[src/rtl/uart_rx_fifo.sv]
// uart_rx_fifo: receive-side byte FIFO placed behind the simpleuart receiver.
// Drains the UART's single-byte holding register into a DEPTH-entry FIFO and
// exposes a first-word-fall-through read port with level/empty/full and a
// sticky overflow flag.
//
// Ports:
//   clk, reset             clock, asynchronous active-high reset
//   uart_valid, uart_data  UART holding register full flag and received byte
//   uart_re                one-cycle read strobe back to the UART
//   rd_req, rd_data        bus pop request, head byte (all ones when empty)
//   level, empty, full     occupancy status
//   overflow, clr_overflow sticky dropped-byte flag and its clear
//   flush                  synchronous empty of the FIFO
//   thresh, irq            threshold interrupt (only with UART_RX_FIFO_THRESH_IRQ_EN)
//
// Optional feature macro: UART_RX_FIFO_THRESH_IRQ_EN
`timescale 1ns/1ps
module uart_rx_fifo #(
  parameter int unsigned DEPTH = 16,
  parameter int unsigned AW    = 4
) (
  input  logic          clk,
  input  logic          reset,
  input  logic          uart_valid,
  input  logic [7:0]    uart_data,
  output logic          uart_re,
  input  logic          rd_req,
  output logic [31:0]   rd_data,
  output logic [AW:0]   level,
  output logic          empty,
  output logic          full,
  output logic          overflow,
  input  logic          clr_overflow,
  input  logic          flush
`ifdef UART_RX_FIFO_THRESH_IRQ_EN
  ,
  input  logic [AW:0]   thresh,
  output logic          irq
`endif
);

  localparam logic [AW:0] FullLevel = (AW+1)'(DEPTH);

  logic [7:0]    mem_q [DEPTH];
  logic [AW-1:0] wptr_q, wptr_d;
  logic [AW-1:0] rptr_q, rptr_d;
  logic [AW:0]   level_q, level_d;
  logic          ovf_q, ovf_d;
  logic          re_q, re_d;
  logic          capture, pop, push, drop;

  assign empty    = (level_q == '0);
  assign full     = (level_q == FullLevel);
  assign level    = level_q;
  assign overflow = ovf_q;
  assign uart_re  = re_q;
  assign rd_data  = empty ? 32'hFFFF_FFFF : {24'h0, mem_q[rptr_q]};

  always_comb begin
    // valid is stale in the strobe cycle: the UART only clears it one cycle later
    capture = uart_valid && !re_q;
    pop     = rd_req && !empty;
    // a pop at full frees the slot the incoming byte needs
    push    = capture && (!full || rd_req);
    drop    = capture && full && !rd_req;
    re_d    = capture;

    wptr_d  = wptr_q;
    rptr_d  = rptr_q;
    level_d = level_q;
    ovf_d   = ovf_q;

    if (flush) begin
      wptr_d  = '0;
      rptr_d  = '0;
      level_d = '0;
      ovf_d   = 1'b0;
    end else begin
      if (push) wptr_d = wptr_q + AW'(1);
      if (pop)  rptr_d = rptr_q + AW'(1);
      level_d = level_q + (AW+1)'(push) - (AW+1)'(pop);
      if (drop) begin
        ovf_d = 1'b1;
      end else if (clr_overflow) begin
        ovf_d = 1'b0;
      end
    end
  end

  always_ff @(posedge clk or posedge reset) begin
    if (reset) begin
      wptr_q  <= '0;
      rptr_q  <= '0;
      level_q <= '0;
      ovf_q   <= 1'b0;
      re_q    <= 1'b0;
    end else begin
      wptr_q  <= wptr_d;
      rptr_q  <= rptr_d;
      level_q <= level_d;
      ovf_q   <= ovf_d;
      re_q    <= re_d;
    end
  end

  // Storage is deliberately not reset.
  always_ff @(posedge clk) begin
    if (push && !flush) begin
      mem_q[wptr_q] <= uart_data;
    end
  end

`ifdef UART_RX_FIFO_THRESH_IRQ_EN
  logic irq_q, irq_d;

  always_comb begin
    irq_d = ((level_q >= thresh) && (thresh != '0)) || ovf_q;
  end

  always_ff @(posedge clk or posedge reset) begin
    if (reset) begin
      irq_q <= 1'b0;
    end else begin
      irq_q <= irq_d;
    end
  end

  assign irq = irq_q;
`endif

endmodule

[config.mk]
export PLATFORM = sky130hd
export DESIGN_NAME = uart_rx_fifo
export DESIGN_NICKNAME = d
export VERILOG_FILES = /design/src/rtl/uart_rx_fifo.sv
export SDC_FILE = /design/constraint.sdc
export NUM_CORES = 1
export LEC_CHECK = 0
export CAP_MARGIN = 0
export CORE_ASPECT_RATIO = 0.7
export CORE_UTILIZATION = 55
export DETAILED_ROUTE_END_ITERATION = 8
export MAX_ROUTING_LAYER = met4
export PLACE_DENSITY = 0.77
export SYNTH_ARGS = -nofsm -noshare
export SYNTH_HDL_FRONTEND = slang
export SYNTH_SLANG_ARGS = --single-unit
[constraint.sdc]
create_clock -name clk -period 5.5 [get_ports clk]
set_input_delay 0.825 -clock clk [delete_from_list [all_inputs] [get_ports clk]]
set_output_delay 0.825 -clock clk [all_outputs]
set_load 0.01 [all_outputs]
==> results.py, run 1 <==
metrics = {
    "synth": {
        "yosys-top-cells-area": "edfxtp_1 63%, mux4_2 8.1%, dfrtp_1 6.2%",
        "synth_top_cell_area_share": 0.630,
        "syn_nets": 387,
        "ys_types": 37,
        "synth_area_um2": 6100,
        "ys_ff_latch": 143,
        "synth_top_cell_by_area": "edfxtp_1",
        "syn_area_per_cell_um2": 16.9,
        "yosysSeqAreaShare": 0.691,
        "synth_cells": 361,
        "yosys_warnings": 0,
    },
    "cells_and_area": {
        "fin_nets": 426,
        "final_cell_mix": "128 x edfxtp_1, 54 x clkdlybuf4s50_1, 25 x mux2i_1, 22 x nor2_1, 22 x mux4_2",
        "drive_above_1_share": 0.148,
        "fill_cells": 714,
        "syn2layout_area_growth_pct": 17.0,
        "final_common_cell": "edfxtp_1",
        "final_area_um2": 7140,
        "diodes": 0,
    },
    "power": {
        "cellPowerDensity_nw_per_um2": 468,
        "power.total_w": 0.00334,
        "p_sw_frac": 0.296,
        "leakage_nw": 2.37,
        "power.clock.fraction": 0.316,
        "internal_power_w": 0.00235,
        "p_sw_w": 0.000989,
        "seqPwrFrac": 0.389,
        "max-vdd-ir-drop_v": 0.000221,
        "p_comb_frac": 0.295,
    },
    "clock_network": {
        "htree_num_levels": 4,
        "cts.sinks": 143,
        "cts_setup_buffers": 0,
        "path_clk_slew_ns": 0.06,
        "holdBufCountCts": 0,
        "cts-root-buf": "clkbuf_16",
        "cts.repair.resized": 0,
        "clk_latency_ns": 0.42,
        "clockBufferDepth": 2,
        "tritoncts": "built",
        "cts_inserted_buffers": 17,
    },
    "grt": {
        "grt_pass1_vias": 3215,
        "gr-total-overflow": 0,
        "antenna_found_initial": 0,
        "grt_use_total": 0.235,
        "grt_util_met1": 0.318,
        "use_met2": 0.343,
        "grt_pass1_wl_um": 18600,
        "grt_max_degree": 44,
        "busiest_layer": "met2",
        "grt_util_met3": 0.0702,
    },
    "timing": {
        "skew_ns": 0.00937,
        "max_slew_margin": 0.224,
        "fmax_mhz": 248,
        "min_period_over_period": 0.734,
        "setup_viol": 0,
        "rsz0062_at_grt": "false",
        "fin_crit_ns": 4.04,
        "drv_slew": 0,
        "finalHoldViolCount": 0,
        "fin_setup_tns_ns": 0,
        "hold-worst-slack_ns": 0.547,
        "tightest_slew_ns": 1.16,
    },
    "setup_path": {
        "r2r_start": "level[2]",
        "worst-path-max-fanout": 43,
        "reg2regPathDepth": 14,
        "r2r-end": "level[4]",
        "cp-end-kind": "output pin",
        "required_ns": 4.68,
        "cp-startpoint": "rptr_q[1]",
        "worstSetupEndpoint": "rd_data[0]",
        "setup.worst_path.class": "register to output pin",
        "cp-start-kind": "register",
        "r2r_slack_ns": 2.46,
        "critPathArrivalTime_ns": 3.21,
    },
    "worst_hold_path": {
        "hp-class": "register to register",
        "hold_depth": 2,
    },
    "die": {
        "fp-row-count": 31,
        "die_area_um2": 11500,
        "die-width_um": 128,
        "die_h_um": 90.1,
        "core_um2": 10600,
        "start_util": 0.579,
        "io_pins": 55,
    },
    "placement": {
        "dpl_cell_area_um2": 6590,
        "io_buffer_count": 54,
        "gp_congestion": 0.819,
        "dpl.hpwl_um": 7720,
    },
    "route": {
        "vias": 3259,
        "wl_per_cell_um": 21.3,
        "first_pass_iters": 5,
        "drt_wl_total_um": 11900,
        "postRouteAntennaNets": 0,
        "drt_iter0_drc": 378,
        "drc_errors": 0,
        "viasPerCell": 5.81,
    },
    "job": {
        "maxCapViolations": 0,
    },
    "run_status": {
        "status": "finished, final reports clean",
    },
}
logic make-up (layout without fill, tap and decap cells):
| kind of cell | Yosys count | count (layout) | share of synthesized area |
|---|---|---|---|
| xor gates and xnor gates | 8 | 8 | 0.0115 |
| and+or+nand+nor | 60 | 60 | 0.0490 |
| DFF | 143 | 143 | 0.691 |
| adders and majority gates | 12 | 12 | 0.0258 |
| AOI/OAI and AO/OA | 34 | 34 | 0.0349 |
| muxes | 49 | 49 | 0.131 |
| buffers and inverters | 55 | 107 | 0.0568 |
worst min path at each step:
stage / start / to / slack [ns]
CTS: overflow / overflow / 0.55
detailed placement: overflow / overflow / 0.54
finish: overflow / overflow / 0.55
floorplan: overflow / overflow / 0.56
global route: overflow / overflow / 0.59
global placement: overflow / overflow / 0.53
state kept, by name, summed over array words and instances, names as in the netlist:
signal,flops
mem_q,128
level,5
rptr_q,4
wptr_q,4
overflow,1
uart_re,1
worst max-delay path: stages (launching register included):
cell and delay [ns]:
dfrtp_2 1.12, mux4_1 0.66, nand2b_1 0.17, a31oi_1 0.18
o21ai_0 0.14, clkdlybuf4s50_1 0.51
area by class of cell:
type	instances	area, um^2	share of cell area
timing repair buffer	60	586	0.0820
clock inverter	15	129	0.0181
tap	148	185	0.0259
sequential	143	4220	0.591
inverter	15	56.3	0.00789
clock buffer	17	425	0.0596
multi-input combinational	163	1540	0.215
Yosys cell counts (all sizes together):
| master | instances |
|---|---|
| nand3 | 6 |
| xnor2 | 3 |
| a21o | 1 |
| edfxtp | 128 |
| mux4 | 24 |
| nand2 | 7 |
| inv | 14 |
| nand2b | 12 |
| a21oi | 4 |
| nor2 | 22 |
| clkbuf | 7 |
| nor2b | 4 |
| a211oi | 2 |
| and3 | 1 |
| a22oi | 8 |
| o21ai | 9 |
| clkinv | 1 |
| buf | 33 |
| mux2i | 25 |
| nor3 | 5 |
| or4b | 1 |
| xor2 | 5 |
| dfrtp | 15 |
| o21bai | 1 |
| o211ai | 1 |
| a31oi | 8 |
| ha | 11 |
| nand4bb | 1 |
| nor3b | 1 |
| fa | 1 |
power by group through the flow:
stage               Sequential, W  Clock (W)  Combinational [W]
floorplan                 0.00127          0           0.000724
global placement          0.00132          0           0.000966
detailed placement        0.00132          0           0.000986
CTS                       0.00130    0.00106           0.000992
global route              0.00131    0.00111            0.00107
finish                    0.00130    0.00105           0.000985
through the flow:
stage                     instances  utilization  setup WS, ns
after CTS                       561        0.677          1.43
after floorplan                 361            -          2.75
after global routing            561        0.677          1.27
after detailed placement        529        0.624          1.87
final                           561        0.677          1.46
after global placement          529        0.624          1.89
routing by layer:
layer  up-vias  wire length (um)
li1       1439                 -
met1      1628              5220
met2       168              5530
met3        24               965
met4         0               228
met5         -                 0
Note: power is estimated with default switching activity, not from simulation.
==> inputs of run 2 (changes only) <==
- CORE_UTILIZATION: 55 -> 52
- PLACE_DENSITY: 0.77 -> 0.76
- clock period: 5.5 -> 3.5 ns (I/O delays scaled with it)
==> results.py, run 2 (same netlist as run 1, synthesis figures left out) <==
metrics = {
    "run_status": {
        "status": "finished, final reports clean",
    },
    "cells_and_area": {
        "final_common_cell": "edfxtp_1",
        "final_area_um2": 7270,
        "final_cell_mix": "128 x edfxtp_1, 54 x clkdlybuf4s50_1, 25 x mux2i_1, 23 x buf_4",
        "largest_register_ffs": 128,
        "diodes": 0,
        "fin_nets": 443,
        "final_core_util": 0.649,
        "syn2layout_area_growth_pct": 19.2,
        "drive_above_1_share": 0.179,
        "top_register": "mem_q",
    },
    "power": {
        "p_sw_frac": 0.297,
        "power.clock.fraction": 0.318,
        "seqPwrFrac": 0.376,
        "internal_power_w": 0.00371,
        "p_sw_w": 0.00157,
        "cellPowerDensity_nw_per_um2": 726,
        "p_comb_frac": 0.306,
        "leakage_nw": 2.47,
        "max-vdd-ir-drop_v": 0.000405,
    },
    "setup_path": {
        "cp-start-kind": "register",
        "reg2regPathDepth": 14,
        "setup.worst_path.class": "register to output pin",
        "required_ns": 2.97,
        "r2r_start": "level[2]",
        "path_cells": "buf_4 -> mux2i_1 -> a22oi_1 -> a31oi_1 -> o21ai_1 -> clkdlybuf4s50_1",
        "r2r-end": "level[4]",
        "max_stage_delay_ns": 0.63,
        "crit_family": "buffers and inverters",
        "worst-path-max-fanout": 24,
        "r2r_slack_ns": 0.54,
        "slowest_stage": "dfrtp_4",
        "cp.buffers_inverters": 2,
        "cp-end-kind": "output pin",
        "critPathArrivalTime_ns": 2.80,
    },
    "clock_network": {
        "clk_latency_ns": 0.41,
        "cts.sinks": 143,
        "path_clk_slew_ns": 0.06,
        "tritoncts": "built",
        "clockBufferDepth": 2,
        "holdBufCountCts": 0,
        "cts_inserted_buffers": 17,
        "htree_num_levels": 4,
        "cts-root-buf": "clkbuf_16",
    },
    "route": {
        "drt_iter0_drc": 379,
        "wl_per_cell_um": 20.7,
        "drc_errors": 0,
        "vias": 3285,
        "viasPerCell": 5.63,
        "drt_wl_total_um": 12100,
        "first_pass_iters": 5,
        "postRouteAntennaNets": 0,
    },
    "timing": {
        "fin_setup_tns_ns": 0,
        "rsz0062_at_grt": "false",
        "drv_slew": 0,
        "tightest_slew_ns": 0.701,
        "max_slew_margin": 0.531,
        "fmax_mhz": 301,
        "setup_viol": 0,
        "finalHoldViolCount": 0,
        "min_period_over_period": 0.949,
        "skew_ns": 0.00997,
        "fin_crit_ns": 3.32,
    },
    "placement": {
        "dpl_cell_area_um2": 6720,
        "dpl.hpwl_um": 7790,
        "gp_congestion": 0.843,
        "io_buffer_count": 54,
    },
    "die": {
        "core_um2": 11200,
        "die-width_um": 131,
        "die_h_um": 92.6,
        "start_util": 0.544,
        "fp-row-count": 32,
        "io_pins": 55,
        "die_area_um2": 12200,
    },
    "worst_hold_path": {
        "hp-class": "primary input to async pin",
    },
    "grt": {
        "antenna_found_initial": 0,
        "grt_pass1_wl_um": 19000,
        "grt_pass1_vias": 3287,
        "grt_use_total": 0.223,
        "gr-total-overflow": 0,
        "grt_max_degree": 26,
    },
    "job": {
        "maxCapViolations": 0,
    },
}
==> run 2: worst max path at each step <==
stage / start / endpoint / slack (ns) / cells after the start
3_5_place_dp: rd_req / level[4] / 0.41 / 11
5_1_grt: rptr_q[1] / rd_data[2] / 0.04 / 6
2_1_floorplan: level[3] / level[4] / 0.75 / 14
4_1_cts: rptr_q[1] / rd_data[7] / 0.04 / 6
6_report: rptr_q[1] / rd_data[6] / 0.18 / 6
3_3_place_gp: rd_req / level[4] / 0.48 / 11
==> run 2: routing by layer <==
layer	wire, um	GRT usage
met1	5410	0.316
met5	0	-
met2	5620	0.323
met4	126	0.0698
met3	897	0.0531
==> run 2: through the flow <==
step	worst slack, ns	total power [W]	cells	hold slack (ns)
global route	0.0381	0.00550	583	0.530
CTS	0.0420	0.00531	583	0.482
finish	0.179	0.00528	583	0.472
floorplan	0.752	0.00313	361	0.426
detailed placement	0.412	0.00363	551	0.539
global placement	0.482	0.00361	551	0.529
==> run 2: power groups by stage <==
stage               registers, W  clock network [W]  logic (W)
floorplan                0.00199                  0    0.00114
global placement         0.00202                  0    0.00160
detailed placement       0.00202                  0    0.00161
CTS                      0.00199            0.00169    0.00163
global route             0.00200            0.00176    0.00174
finish                   0.00199            0.00168    0.00162
==> run 2: what timing repair did <==
item | in CTS | in global routing
hold endpoints to repair | 0 | 0
buffers inserted | 0 | 0
resized for setup | 0 | 1
endpoints found under the setup margin | 0 | 8
==> run 2: final cells by class <==
| cell class | instances | area (um^2) |
|---|---|---|
| flip-flops and latches | 143 | 4220 |
| repair buffers | 77 | 713 |
| multi-input cells | 163 | 1540 |
| clock inverters | 15 | 128 |
| well taps | 153 | 191 |
| inverters | 15 | 56.3 |
| clock buffers | 17 | 425 |
| fillers | 764 | 3940 |
